$ cat config.mk
export PLATFORM = sky130hd
export DESIGN_NAME = uart_tx_feeder
export DESIGN_NICKNAME = d
export VERILOG_FILES = /design/src/rtl/uart_pkg.sv /design/src/rtl/sync_fifo.sv /design/src/rtl/uart_tx_feeder.sv
export SDC_FILE = /design/constraint.sdc
export NUM_CORES = 1
export LEC_CHECK = 0
export CAP_MARGIN = 20
export CORE_UTILIZATION = 27
export CTS_CLUSTER_SIZE = 20
export DETAILED_ROUTE_END_ITERATION = 12
export PLACE_DENSITY = 0.49
export SYNTH_ARGS = -nofsm -noshare
export SYNTH_HDL_FRONTEND = slang
export SYNTH_HIERARCHICAL = 1
export SYNTH_SLANG_ARGS = --single-unit
$ cat constraint.sdc
create_clock -name clk -period 5.2 [get_ports clk]
set_input_delay 1.56 -clock clk [delete_from_list [all_inputs] [get_ports clk]]
set_output_delay 1.56 -clock clk [all_outputs]
set_load 0.02 [all_outputs]
$ cat src/rtl/uart_pkg.sv
// Shared constants for the UART transmit path: data width and feeder FSM encoding.
package uart_pkg;

  localparam int unsigned UART_DATA_W = 8;
  localparam int unsigned STATE_W     = 2;

  typedef logic [STATE_W-1:0] state_t;

  localparam logic [1:0] ST_IDLE       = 2'd0;
  localparam logic [1:0] ST_LOAD       = 2'd1;
  localparam logic [1:0] ST_WAIT_START = 2'd2;
  localparam logic [1:0] ST_WAIT_DONE  = 2'd3;

endpackage

$ cat src/rtl/sync_fifo.sv
// Single-clock circular FIFO with wrap-bit pointers, registered status flags
// and a sticky overflow flag for pushes attempted while full.
module sync_fifo #(
  parameter int unsigned DEPTH  = 16,
  parameter int unsigned ADDR_W = 4,
  parameter int unsigned WIDTH  = 8
) (
  input  logic              clk,
  input  logic              rst,
  input  logic              wr_en_i,
  input  logic [WIDTH-1:0]  wr_data_i,
  input  logic              rd_en_i,
  output logic [WIDTH-1:0]  rd_data_c,
  output logic              full_o,
  output logic              empty_o,
  output logic [ADDR_W:0]   count_o,
  output logic              overflow_o
);

  localparam int unsigned PTR_W = ADDR_W + 1;

  logic [WIDTH-1:0] mem_q [DEPTH];
  logic [PTR_W-1:0] wr_ptr_q, wr_ptr_d;
  logic [PTR_W-1:0] rd_ptr_q, rd_ptr_d;
  logic [PTR_W-1:0] count_q;
  logic             full_q, empty_q;
  logic             overflow_q, overflow_d;
  logic             full_c, empty_c, push_c, pop_c;

  // Acceptance uses the live pointer comparison so back-to-back pushes never overrun.
  assign full_c  = (wr_ptr_q[ADDR_W] != rd_ptr_q[ADDR_W]) &&
                   (wr_ptr_q[ADDR_W-1:0] == rd_ptr_q[ADDR_W-1:0]);
  assign empty_c = (wr_ptr_q == rd_ptr_q);
  assign push_c  = wr_en_i && !full_c;
  assign pop_c   = rd_en_i && !empty_c;

  assign rd_data_c = mem_q[rd_ptr_q[ADDR_W-1:0]];

  always_comb begin
    wr_ptr_d   = wr_ptr_q;
    rd_ptr_d   = rd_ptr_q;
    overflow_d = overflow_q;
    if (push_c) begin
      wr_ptr_d = wr_ptr_q + PTR_W'(1);
    end
    if (pop_c) begin
      rd_ptr_d = rd_ptr_q + PTR_W'(1);
    end
    if (wr_en_i && full_c) begin
      overflow_d = 1'b1;
    end
  end

  always_ff @(posedge clk) begin
    if (push_c) begin
      mem_q[wr_ptr_q[ADDR_W-1:0]] <= wr_data_i;
    end
  end

  always_ff @(posedge clk) begin
    if (!rst) begin
      wr_ptr_q   <= '0;
      rd_ptr_q   <= '0;
      count_q    <= '0;
      full_q     <= 1'b0;
      empty_q    <= 1'b1;
      overflow_q <= 1'b0;
    end else begin
      wr_ptr_q   <= wr_ptr_d;
      rd_ptr_q   <= rd_ptr_d;
      count_q    <= wr_ptr_q - rd_ptr_q;
      full_q     <= full_c;
      empty_q    <= empty_c;
      overflow_q <= overflow_d;
    end
  end

  assign full_o     = full_q;
  assign empty_o    = empty_q;
  assign count_o    = count_q;
  assign overflow_o = overflow_q;

endmodule

$ cat src/rtl/uart_tx_feeder.sv
// Byte queue in front of the UART transmitter: pops one byte at a time and
// strobes it into the UART, re-issuing the strobe if tx_busy never rises.
module uart_tx_feeder
  import uart_pkg::*;
#(
  parameter int unsigned DEPTH         = 16,
  parameter int unsigned ADDR_W        = 4,
  parameter int unsigned START_TIMEOUT = 4
) (
  input  logic                   clk,
  input  logic                   rst,
  input  logic                   wr_en,
  input  logic [UART_DATA_W-1:0] wr_data,
  output logic                   full,
  output logic                   empty,
  output logic [ADDR_W:0]        count,
  output logic                   overflow,
  input  logic                   tx_busy,
  output logic                   uart_wr,
  output logic [UART_DATA_W-1:0] uart_dat
);

  localparam int unsigned TMO_W = $clog2(START_TIMEOUT + 1);

  state_t                   state_q, state_d;
  logic [TMO_W-1:0]         tmo_q, tmo_d;
  logic                     uart_wr_q, uart_wr_d;
  logic [UART_DATA_W-1:0]   uart_dat_q, uart_dat_d;
  logic                     pop_c;
  logic [UART_DATA_W-1:0]   fifo_rd_data;
  logic                     fifo_empty;

  sync_fifo #(
    .DEPTH  (DEPTH),
    .ADDR_W (ADDR_W),
    .WIDTH  (UART_DATA_W)
  ) u_fifo (
    .clk        (clk),
    .rst        (rst),
    .wr_en_i    (wr_en),
    .wr_data_i  (wr_data),
    .rd_en_i    (pop_c),
    .rd_data_c  (fifo_rd_data),
    .full_o     (full),
    .empty_o    (fifo_empty),
    .count_o    (count),
    .overflow_o (overflow)
  );

  // The strobe is registered, so it is raised on every transition into LOAD.
  always_comb begin
    state_d    = state_q;
    tmo_d      = tmo_q;
    uart_wr_d  = 1'b0;
    uart_dat_d = uart_dat_q;
    pop_c      = 1'b0;
    case (state_q)
      ST_IDLE: begin
        if (!fifo_empty && !tx_busy) begin
          pop_c      = 1'b1;
          uart_dat_d = fifo_rd_data;
          uart_wr_d  = 1'b1;
          state_d    = ST_LOAD;
        end
      end
      ST_LOAD: begin
        tmo_d   = '0;
        state_d = ST_WAIT_START;
      end
      ST_WAIT_START: begin
        if (tx_busy) begin
          state_d = ST_WAIT_DONE;
        end else begin
          tmo_d = tmo_q + TMO_W'(1);
          if (tmo_d == TMO_W'(START_TIMEOUT)) begin
            uart_wr_d = 1'b1;
            state_d   = ST_LOAD;
          end
        end
      end
      ST_WAIT_DONE: begin
        if (!tx_busy) begin
          state_d = ST_IDLE;
        end
      end
      default: begin
        state_d = ST_IDLE;
      end
    endcase
  end

  always_ff @(posedge clk) begin
    if (!rst) begin
      state_q    <= ST_IDLE;
      tmo_q      <= '0;
      uart_wr_q  <= 1'b0;
      uart_dat_q <= '0;
    end else begin
      state_q    <= state_d;
      tmo_q      <= tmo_d;
      uart_wr_q  <= uart_wr_d;
      uart_dat_q <= uart_dat_d;
    end
  end

  assign empty    = fifo_empty;
  assign uart_wr  = uart_wr_q;
  assign uart_dat = uart_dat_q;

endmodule

==> reports/qor.csv <==
metric;value;unit
vias per cell;4.52;
Post-synth EDFFs;128;
NetSw;0.578;mW
slowest CP cell;or4_1;
WL/cell;18.2;um
first-pass GRT wire length;21700;um
Synth warnings;6;
status;finished clean;
CP startpoint;tx_busy;
Worst-path clk slew;0.06;ns
Slew @ Worst Pin;0.923;ns
post-CTS setup buffers;0;
RSZ-0062 raised after global routing;no;
antenna fix cells;0;
CTS Buf Count;17;
Skew-Pair Late Insertion Delay;0.42;ns
Routed Antenna Nets;0;
cell area after synthesis;0.00648;mm^2
DR vias;3437;
Post-route DRC;0;
max-slew violation count;0;
Yosys top cell area share;59.3;%
Core Box Area;0.0235;mm^2
logic gate share of total power;5.3;%
row count;56;
Die H;157;um
Setup violations, final;0;
Int Pwr;2.14;mW
H-tree depth;4;
CTS tree;done;
Nets;452;
Worst EP arrival;3.66;ns
CP max stage delay;0.68;ns
PD cells;356;mW/mm^2
layout cells sized above 1;16.1;%
reg2reg start;u_fifo/wr_ptr_q[2]$_SDFFE_PN0P_;
mean area per synthesized cell;16.5;um^2
area of the die;0.0246;mm^2
# port buffers;28;
Post-Synthesis Cells;393;
max cap viols;0;
post_cts resized;0;
Max rail drop VDD;0.213;mV
TritonCTS Sinks;164;
Top FF cell, synth;edfxtp_1;
post-synth net total;417;
Setup TNS Final;0;ns
post-synthesis register bit count;164;
starting density of the core;27.5;%
GRT Total Usage;12.3;%
Sw Ratio;21.2;%
Final Hold Viols;0;
critical path capture point type;flop;
Netlist cell types;48;
GPL Wtd Cong;0.788;
initial antenna violation count;0;
min-delay worst type;reg -> reg;
flop2flop setup slack;2.50;ns
largest net degree at the start of global routing;33;
clock skew;0.00794;ns
CP Buf/Inv Count;2;
# IOs;29;
required time of the critical path;5.48;ns
Synth area leader;edfxtp_1;
Worst Setup Start Kind;input pin;
largest cells by area after synthesis;edfxtp_1 59%, dfxtp_1 11%, mux4_2 11%;
Initial DRC Count;208;
final wirelength;13800;um
sequential area share after synthesis;70.4;%
Die X-Extent;157;um
dpl hpwl;9080;um
remaining global-route overflow;0;
Final Core Density;32.5;%
count leader, synth;edfxtp_1;
worst path cell trace;clkdlybuf4s50_1, or4_1, clkinv_2, nand2_1, a2111oi_2, xnor2_1, nor2_1;
sequential share of power;53.1;%
FMAX;296;MHz
ys async rst share;0;%
final worst path period need;3.38;ns
clock power share;41.6;%
CP delay by family, top;simple AND/OR/NAND/NOR gates;
Setup CP Type;in -> reg;
Final period util;65.1;%
vias in the first global route;3657;
Post-synth top cells;128 x edfxtp_1, 36 x dfxtp_1, 32 x mux4_2, 32 x nand2_1, 27 x nor2_1;
Synth-to-Final Area Change;18.0;%
crit-path max FO;12;
clock root cell;clkbuf_16;
Worst Min Path Start;uart_dat[0]$_SDFFE_PN0P_;
drt pass-1 iters;4;
hold-fix buffers at CTS;0;
Rel. slew slack;38.5;%
leakage power total;2.41;nW
clk buf depth;2;
-- power groups by stage --
stage | Clock (mW) | Combinational (mW) | Sequential [mW]
after detailed placement | 0 | 0.145 | 1.47
after floorplan | 0 | 0.0735 | 1.48
after global placement | 0 | 0.143 | 1.47
after global routing | 1.21 | 0.157 | 1.45
final | 1.13 | 0.143 | 1.45
after CTS | 1.16 | 0.145 | 1.45
-- worst register-to-register path, delay by kind of cell (launching register included) --
kind | cells | cell delay [ns]
adder cells (fa/ha/maj) | 1 | 0.36
flip-flops | 1 | 0.56
AND/OR/NAND/NOR | 4 | 1.41
-- state kept, by name, summed over array words and instances, names as in the netlist, named ones only --
signal             count
state_q                2
tmo_q                  3
u_fifo/count_o         5
u_fifo/empty_o         1
u_fifo/full_o          1
u_fifo/mem_q         128
u_fifo/overflow_o      1
u_fifo/rd_ptr_q        5
u_fifo/wr_ptr_q        5
uart_dat               8
uart_wr                1
-- layout make-up --
| class | instances | area (um^2) |
|---|---|---|
| clock buffers | 22 | 444 |
| clock inverters | 10 | 82.6 |
| fillers | 2338 | 15900 |
| inverters | 9 | 35.0 |
| multi-input cells | 201 | 1790 |
| flip-flops and latches | 164 | 4570 |
| well taps | 319 | 399 |
| repair buffers | 35 | 333 |
-- stage by stage --
step	area [um^2]	setup slack (ns)	hold slack, ns	power, mW	instances
floorplan	6480	2.10	0.492	1.55	393
global placement	7130	1.43	0.462	1.62	728
detailed placement	7130	1.39	0.453	1.62	728
CTS	7650	1.83	0.462	2.75	760
global route	7650	1.64	0.488	2.81	760
finish	7650	1.82	0.456	2.72	760
-- final timing paths --
check / endpoint / cells past startpoint
worst min register to register: uart_dat[0]$_SDFFE_PN0P_ / 2
worst max-delay path: u_fifo/rd_ptr_q[4]$_SDFFE_PN0P_ / 7
worst max register to register: u_fifo/mem_q[13][5]$_DFFE_PP_ / 5
worst min-delay path: uart_dat[0]$_SDFFE_PN0P_ / 2
-- cells in the final DEF, fill, tap and decap left out, types with 2 or more instances in the layout --
cell / instances
inv_1: 8
nor2_1: 27
ha_1: 11
clkbuf_1: 5
nor3b_1: 3
dfxtp_2: 2
mux4_2: 32
nor2b_1: 4
xnor2_1: 7
a31oi_1: 2
edfxtp_1: 128
nand2_1: 32
xor2_1: 3
a21boi_1: 9
nand3_1: 6
buf_4: 7
clkinv_2: 4
dfxtp_1: 34
nor3_1: 6
a21oi_1: 10
clkbuf_16: 17
clkinv_1: 2
o21ai_0: 4
a22oi_1: 16
or4_1: 2
and2_1: 2
clkdlybuf4s50_1: 28
a21o_1: 2
nand2b_1: 2
-- layer usage --
| layer | up-vias | share of wire (%) | global-route usage (%) |
|---|---|---|---|
| li1 | 1582 | - | - |
| met1 | 1786 | 43 | 15.0 |
| met2 | 56 | 52 | 21.2 |
| met3 | 13 | 3.5 | 2.34 |
| met4 | 0 | 1.5 | 5.04 |
| met5 | - | 0 | 0 |
-- cell families (layout without fill, tap and decap cells) --
family	after synthesis	count (layout)	synth area share [%]
flip-flops	164	164	70.4
AND/OR/NAND/NOR	92	92	6.66
AO/OA/AOI/OAI	53	53	5.71
multiplexers	33	33	11.3
buffers and inverters	28	76	1.95
adder cells (fa/ha/maj)	12	12	2.43
XOR/XNOR	11	11	1.60
Power figures use the tool's default switching activity.
